===== src/rtl/cam_capture_pkg.sv =====
// Shared video-timing package: active raster size, frame-buffer address width and pixel formats.
package cam_capture_pkg;

    localparam int unsigned H_ACTIVE      = 640;
    localparam int unsigned V_ACTIVE      = 480;
    localparam int unsigned FRAME_PIXELS  = H_ACTIVE * V_ACTIVE;
    localparam int unsigned SKIP_DEFAULT  = 10;
    localparam int unsigned ADDR_W        = 19;
    localparam int unsigned BYTE_W        = 8;
    localparam int unsigned R_W           = 4;
    localparam int unsigned G_W           = 4;
    localparam int unsigned B_W           = 4;
    localparam int unsigned PIX_W         = R_W + G_W + B_W;

    typedef enum logic [1:0] {
        ST_SKIP    = 2'd0,
        ST_IDLE    = 2'd1,
        ST_CAPTURE = 2'd2
    } cap_state_e;

    typedef struct packed {
        logic [R_W-1:0] r;
        logic [G_W-1:0] g;
        logic [B_W-1:0] b;
    } rgb444_t;

endpackage


===== src/rtl/cam_capture_rgb565_pack.sv =====
// Assembles two RGB565 camera bytes into one truncated RGB444 pixel.
module rgb565_pack
    import cam_capture_pkg::*;
(
    input  logic              clk,
    input  logic              rst_n,
    input  logic [BYTE_W-1:0] byte_i,
    input  logic              href_i,
    input  logic              phase_i,
    output rgb444_t           pixel_c,
    output logic              valid_c
);

    logic [BYTE_W-1:0] hi_q;
    logic [BYTE_W-1:0] hi_d;
    logic              unused_bits_c;

    always_comb begin
        hi_d = hi_q;
        if (href_i && !phase_i) begin
            hi_d = byte_i;
        end
    end

    always_ff @(posedge clk or negedge rst_n) begin
        if (!rst_n) begin
            hi_q <= '0;
        end else begin
            hi_q <= hi_d;
        end
    end

    // Phase-0 byte is {R[4:0],G[5:3]}, phase-1 byte is {G[2:0],B[4:0]}; keep the top bits of each.
    always_comb begin
        pixel_c.r     = hi_q[7:4];
        pixel_c.g     = {hi_q[2:0], byte_i[7]};
        pixel_c.b     = byte_i[4:1];
        valid_c       = href_i && phase_i;
        unused_bits_c = ^{hi_q[3], byte_i[6:5], byte_i[0]};
    end

endmodule


===== src/rtl/cam_capture.sv =====
// Camera capture: skips settling frames, then writes RGB444 pixels of enabled frames in raster order.
module cam_capture
    import cam_capture_pkg::*;
#(
    parameter int unsigned H_ACTIVE_TIME = H_ACTIVE,
    parameter int unsigned V_ACTIVE_TIME = V_ACTIVE,
    parameter int unsigned SKIP_FRAMES   = SKIP_DEFAULT
) (
    input  logic              cam_pclk,
    input  logic              rst_n,
    input  logic              capture_en,
    input  logic              cam_vsync,
    input  logic              cam_href,
    input  logic [BYTE_W-1:0] cam_data,
    output logic              ram_we,
    output logic [ADDR_W-1:0] ram_addr,
    output logic [PIX_W-1:0]  ram_wdata,
    output logic              frame_done,
    output logic              frame_err
);

    localparam int unsigned FRAME_SIZE = H_ACTIVE_TIME * V_ACTIVE_TIME;
    localparam int unsigned SKIP_W     = $clog2(SKIP_FRAMES + 2);

    logic              vsync_q, vsync_d, vs_prev_q, vs_prev_d, href_q, href_d;
    logic [BYTE_W-1:0] data_q, data_d;
    cap_state_e        state_q, state_d;
    logic [SKIP_W-1:0] skip_cnt_q, skip_cnt_d;
    logic              phase_q, phase_d;
    logic [ADDR_W-1:0] pix_cnt_q, pix_cnt_d;
    logic              ram_we_q, ram_we_d;
    logic [ADDR_W-1:0] ram_addr_q, ram_addr_d;
    rgb444_t           ram_wdata_q, ram_wdata_d;
    logic              frame_done_q, frame_done_d, frame_err_q, frame_err_d;
    logic              vs_rise_c;
    logic              pix_valid_c;
    rgb444_t           pix_c;

    rgb565_pack u_pack (
        .clk     (cam_pclk),
        .rst_n   (rst_n),
        .byte_i  (data_q),
        .href_i  (href_q),
        .phase_i (phase_q),
        .pixel_c (pix_c),
        .valid_c (pix_valid_c)
    );

    // Input stage and byte phase; a frame boundary also drops any half-assembled pixel.
    always_comb begin
        vsync_d   = cam_vsync;
        vs_prev_d = vsync_q;
        href_d    = cam_href;
        data_d    = cam_data;
        vs_rise_c = vsync_q && !vs_prev_q;
        phase_d   = (href_q && !vs_rise_c) ? !phase_q : 1'b0;
    end

    always_comb begin
        state_d      = state_q;
        skip_cnt_d   = skip_cnt_q;
        pix_cnt_d    = pix_cnt_q;
        ram_we_d     = 1'b0;
        ram_addr_d   = ram_addr_q;
        ram_wdata_d  = ram_wdata_q;
        frame_done_d = 1'b0;
        frame_err_d  = frame_err_q;
        case (state_q)
            ST_SKIP: begin
                if (vs_rise_c) begin
                    if (32'(skip_cnt_q) + 32'd1 >= SKIP_FRAMES) begin
                        state_d    = ST_IDLE;
                        skip_cnt_d = '0;
                    end else begin
                        skip_cnt_d = skip_cnt_q + 1'b1;
                    end
                end
            end
            ST_IDLE: begin
                if (vs_rise_c && capture_en) begin
                    state_d   = ST_CAPTURE;
                    pix_cnt_d = '0;
                end
            end
            ST_CAPTURE: begin
                if (vs_rise_c) begin
                    frame_done_d = 1'b1;
                    frame_err_d  = (pix_cnt_q != ADDR_W'(FRAME_SIZE));
                    pix_cnt_d    = '0;
                    if (!capture_en) begin
                        state_d = ST_IDLE;
                    end
                end else if (pix_valid_c) begin
                    // Pixel counter doubles as write address; excess pixels are counted but not written.
                    if (pix_cnt_q < ADDR_W'(FRAME_SIZE)) begin
                        ram_we_d    = 1'b1;
                        ram_addr_d  = pix_cnt_q;
                        ram_wdata_d = pix_c;
                    end
                    if (pix_cnt_q != '1) begin
                        pix_cnt_d = pix_cnt_q + 1'b1;
                    end
                end
            end
            default: state_d = ST_SKIP;
        endcase
    end

    always_ff @(posedge cam_pclk or negedge rst_n) begin
        if (!rst_n) begin
            vsync_q      <= 1'b0;
            vs_prev_q    <= 1'b0;
            href_q       <= 1'b0;
            data_q       <= '0;
            state_q      <= ST_SKIP;
            skip_cnt_q   <= '0;
            phase_q      <= 1'b0;
            pix_cnt_q    <= '0;
            ram_we_q     <= 1'b0;
            ram_addr_q   <= '0;
            ram_wdata_q  <= '0;
            frame_done_q <= 1'b0;
            frame_err_q  <= 1'b0;
        end else begin
            vsync_q      <= vsync_d;
            vs_prev_q    <= vs_prev_d;
            href_q       <= href_d;
            data_q       <= data_d;
            state_q      <= state_d;
            skip_cnt_q   <= skip_cnt_d;
            phase_q      <= phase_d;
            pix_cnt_q    <= pix_cnt_d;
            ram_we_q     <= ram_we_d;
            ram_addr_q   <= ram_addr_d;
            ram_wdata_q  <= ram_wdata_d;
            frame_done_q <= frame_done_d;
            frame_err_q  <= frame_err_d;
        end
    end

    assign ram_we     = ram_we_q;
    assign ram_addr   = ram_addr_q;
    assign ram_wdata  = ram_wdata_q;
    assign frame_done = frame_done_q;
    assign frame_err  = frame_err_q;

endmodule


===== config.mk =====
export PLATFORM = sky130hd
export DESIGN_NAME = cam_capture
export DESIGN_NICKNAME = d
export VERILOG_FILES = /design/src/rtl/cam_capture_pkg.sv /design/src/rtl/cam_capture_rgb565_pack.sv /design/src/rtl/cam_capture.sv
export SDC_FILE = /design/constraint.sdc
export NUM_CORES = 1
export LEC_CHECK = 0
export CAP_MARGIN = 40
export CORE_MARGIN = 3
export CORE_UTILIZATION = 49
export CTS_CLUSTER_SIZE = 28
export DETAILED_ROUTE_END_ITERATION = 16
export GPL_TIMING_DRIVEN = 0
export PLACE_DENSITY = 0.74
export SLEW_MARGIN = 20
export SYNTH_ARGS = -nofsm -noshare
export SYNTH_HDL_FRONTEND = slang
export SYNTH_HIERARCHICAL = 1
export SYNTH_SLANG_ARGS = --single-unit

===== constraint.sdc =====
create_clock -name cam_pclk -period 1.7 [get_ports cam_pclk]
set_clock_uncertainty 0.05 [all_clocks]
set_input_delay 0.425 -clock cam_pclk [delete_from_list [all_inputs] [get_ports cam_pclk]]
set_output_delay 0.425 -clock cam_pclk [all_outputs]
set_load 0.02 [all_outputs]

==> results.md <==
* N_diodes at 0
* Detailed placement HPWL at approximately 4500 um
* Status: finished, violations left
* Initial core utilization at about half
* Kind of critical path: register to register
* Cell row count at 30
* Combinational power share at 19.6%
* Switching pwr at about 1.4 mW
* Synthesized cell area at 3510 um^2
* Fin. Hold Viols at 0
* CP required at ~1.9 ns
* Gr ovfl total at 0
* MaxCap Viol Count at 0
* Reg area at 1970 um^2
* Fillers at between 400 and 500
* Post-Synth XOR/XNOR Area at ~2.7%
* Ys flop type: dfrtp_1
* Clock transition at path regs at roughly 0.080 ns
* Max Buffers Root-to-Sink at 2
* Top cells by area, synth: dfrtp_1 56%, mux2_2 9.9%, mux2_4 3.0%, xnor2_1 2.7%, nor2_1 2.4%
* Area of the multi-input gates at about 1700 um^2
* First-pass GRT wire length at between 10000 and 15000 um
* Num CTS Buffers at 9
* Vias in the first global route at between 2k and 3k
* Most common cell in the synthesized netlist: dfrtp_1
* Tot Pwr at between 4 and 5 mW
* Post-synth EDFFs at 0
* Clock sinks at 78
* IO Port Bufs at 46
* Worst vdd ir at 0.758 mV
* Ports at 47
* Vias per cell at between 5 and 6
* Worst Hold Path EP: vs_prev_q$_DFF_PN0_
* Synth Warn # at 6
* Final WS setup at -0.0823 ns
* Flop pwr share at between 40% and 50%
* Syn_nets at around 300
* Violated checks: setup timing
* Post-Synth Simple-Gate Area at 15.1%
* Slew Limit Fails at 0
* Most area-hungry cell type in the Yosys netlist: dfrtp_1
* Wirelength, routed at about 7600 um
* Cell Pwr Density at a little under 1000 nW/um^2
* Hold Path Cell Cnt at 0
* Yosys cell types at a little under 50
* Total GRT Usage at roughly 20%
* Reg2Reg Setup Slack at -0.08 ns
* Largest family of logic cells by synthesized area: simple AND/OR/NAND/NOR gates
* Vias post-DR at approximately 2.5k
* Largest net degree at the start of global routing at 44
* Post-synthesis mux area share at ~14%
* Mapped Cells at 280
* DRT Pass-1 Iters at 4
* Vert. Die Dim at roughly 91 um
* DRC viols at 0
* Placed inst area at 4160 um^2
* Int Power at 3.51 mW
* Initial antenna violation count at 0
* FF-to-FF End: pix_cnt_q[9]$_DFFE_PN0P_
* Worst setup EP type: register
* Share of layout cells above drive strength 1 at between 40% and 50%
* DRT iter0 DRCs at 100
* Final net count at just under 400
* R2r worst-path depth at 5
* WL per Instance at ~16 um
* H-Tree Depth at 3
* Remaining antenna violation count at 0
* FF-to-FF Start: vs_prev_q$_DFF_PN0_
* Max_slew headroom at between 60% and 70%
* CTS root buf: clkbuf_8
* Core area at a little under 7000 um^2
* Worst-Skew Late Latency at between 0.3 and 0.4 ns
* Startpoint Class: register
* Dpl ws at -0.758 ns
* Critical Path Fanout Max at 5
* Yosys reg bits at 78
* Final Cycle Share at 105%
* Synth Area in Adders at 1.42%
* Setup Viol. Count Final at 40
* Die ar. at 8220 um^2
* Mapped Avg Cell Area at 12.5 um^2
* Post-synth top area share at 55.6%
* Synth cell count leaders: 78 x dfrtp_1, 31 x mux2_2, 22 x nor2_1
* Compound-Gate Fraction of Synth Area at around 8%
* Clock power share at 34.6%
* Seq/Total Area, Yosys at ~56%
* Min-Delay Startpoint: vs_prev_d$_DFF_PN0_
* Switching share of total power at roughly 28%
* Unrepaired setup endpoints after global routing: yes
* Final setup TNS at -1.15 ns
* WHS at approximately 0.42 ns
* Die Wd at 90.7 um
* Slew of the pin with the lowest slew margin at roughly 0.46 ns
* CTS tree: yes
* Leak pwr at approximately 2.4 nW
* WP data arrival at ~2 ns
* Fin crit period at around 1.8 ns
* HP Class: register to register
* Area Growth Syn to Fin at 39.8%
* Async SR Flop Fraction at between 90% and 100%
* Placer congestion estimate at 0.887
* Post-route design area at 4910 um^2
* Top achievable clock speed at 561 MHz
[layout by cell type (no fill, tap or decap), types with 3 or more instances in the layout]
cell type and instances:
dlygate4sd2_1 35, dfrtp_1 66, and3_1 5, nand3_1 5, clkdlybuf4s50_1 10, nand2_1 17
mux2i_1 3, buf_8 3, inv_1 7, mux2_2 31, xnor2_1 11, buf_4 37
dfrtp_2 12, o31ai_1 3, buf_6 9, a21oi_1 4, a2111oi_4 4, bufinv_16 3
nor2_1 19, nor2b_4 3, mux2_4 7, nor4_1 4, clkbuf_8 9, nor2_2 3
[registers in the layout, summed over array words and instances, names as in the netlist]
name	flops
frame_done	1
ram_we	1
state_q	2
u_pack/hi_q	7
frame_err	1
skip_cnt_q	4
ram_wdata	12
phase_q	1
data_q	8
vs_prev_d	1
pix_cnt_q	19
ram_addr	19
vs_prev_q	1
href_q	1
[cell type report]
| type | instances | area share, % |
|---|---|---|
| clock inverter | 6 | 2.39 |
| clock buffer | 10 | 2.60 |
| sequential | 78 | 40.1 |
| tap | 96 | 2.45 |
| timing repair buffer | 85 | 15.4 |
| inverter | 7 | 0.535 |
| multi-input combinational | 180 | 33.9 |
| buffer | 13 | 2.62 |
[critical path: stages (launching register included)]
cell     delay (ns)
dfrtp_1        0.41
and3b_2        0.28
a31oi_4        0.12
a21o_1         0.23
or4_1          0.50
a21oi_2        0.14
[metal layers]
layer | part of all wire, % | global-route usage (%)
met3 | 4.0 | 3.92
met4 | 3.0 | 10.1
met1 | 43 | 25.3
met5 | 0 | 0
met2 | 50 | 31.1
[what timing repair did]
action	CTS	global route
hold endpoints to repair	35	0
buffers inserted	31	3
resized for setup	83	21
pin swaps	16	13
gates cloned	3	0
endpoints found under the setup margin	84	52
hold buffers	1	0
[through the flow]
stage / instances / util, %
3_5_place_dp: 423 / 60.6
6_report: 475 / 71.5
2_1_floorplan: 280 / -
3_3_place_gp: 422 / 60.3
5_1_grt: 475 / 71.5
4_1_cts: 473 / 70.2
[kinds of logic after synthesis]
logic type | after synthesis
xor gates and xnor gates | 11
DFF | 78
adders and majority gates | 4
and+or+nand+nor | 88
AOI/OAI and AO/OA | 36
buffers and inverters | 22
muxes | 41
[power groups by stage]
stage	sequential, mW	combinational (mW)	clock (mW)
2_1_floorplan	2.32	0.458	0
3_3_place_gp	2.24	0.863	0
3_5_place_dp	2.25	0.888	0
4_1_cts	2.22	0.949	1.73
5_1_grt	2.26	1.04	1.80
6_report	2.23	0.956	1.69
[worst max-delay path by stage]
| stage | startpoint | endpoint | depth (start not counted) |
|---|---|---|---|
| finish | vs_prev_q$_DFF_PN0_ | pix_cnt_q[9]$_DFFE_PN0P_ | 5 |
| global route | pix_cnt_q[2]$_DFFE_PN0P_ | pix_cnt_q[15]$_DFFE_PN0P_ | 6 |
| CTS | pix_cnt_q[12]$_DFFE_PN0P_ | pix_cnt_q[9]$_DFFE_PN0P_ | 5 |
| detailed placement | capture_en | pix_cnt_q[9]$_DFFE_PN0P_ | 6 |
| global placement | rst_n | pix_cnt_q[2]$_DFFE_PN0P_ | 1 |
| floorplan | pix_cnt_q[12]$_DFFE_PN0P_ | pix_cnt_q[10]$_DFFE_PN0P_ | 6 |
No activity file was read; power rests on OpenSTA's default activity.
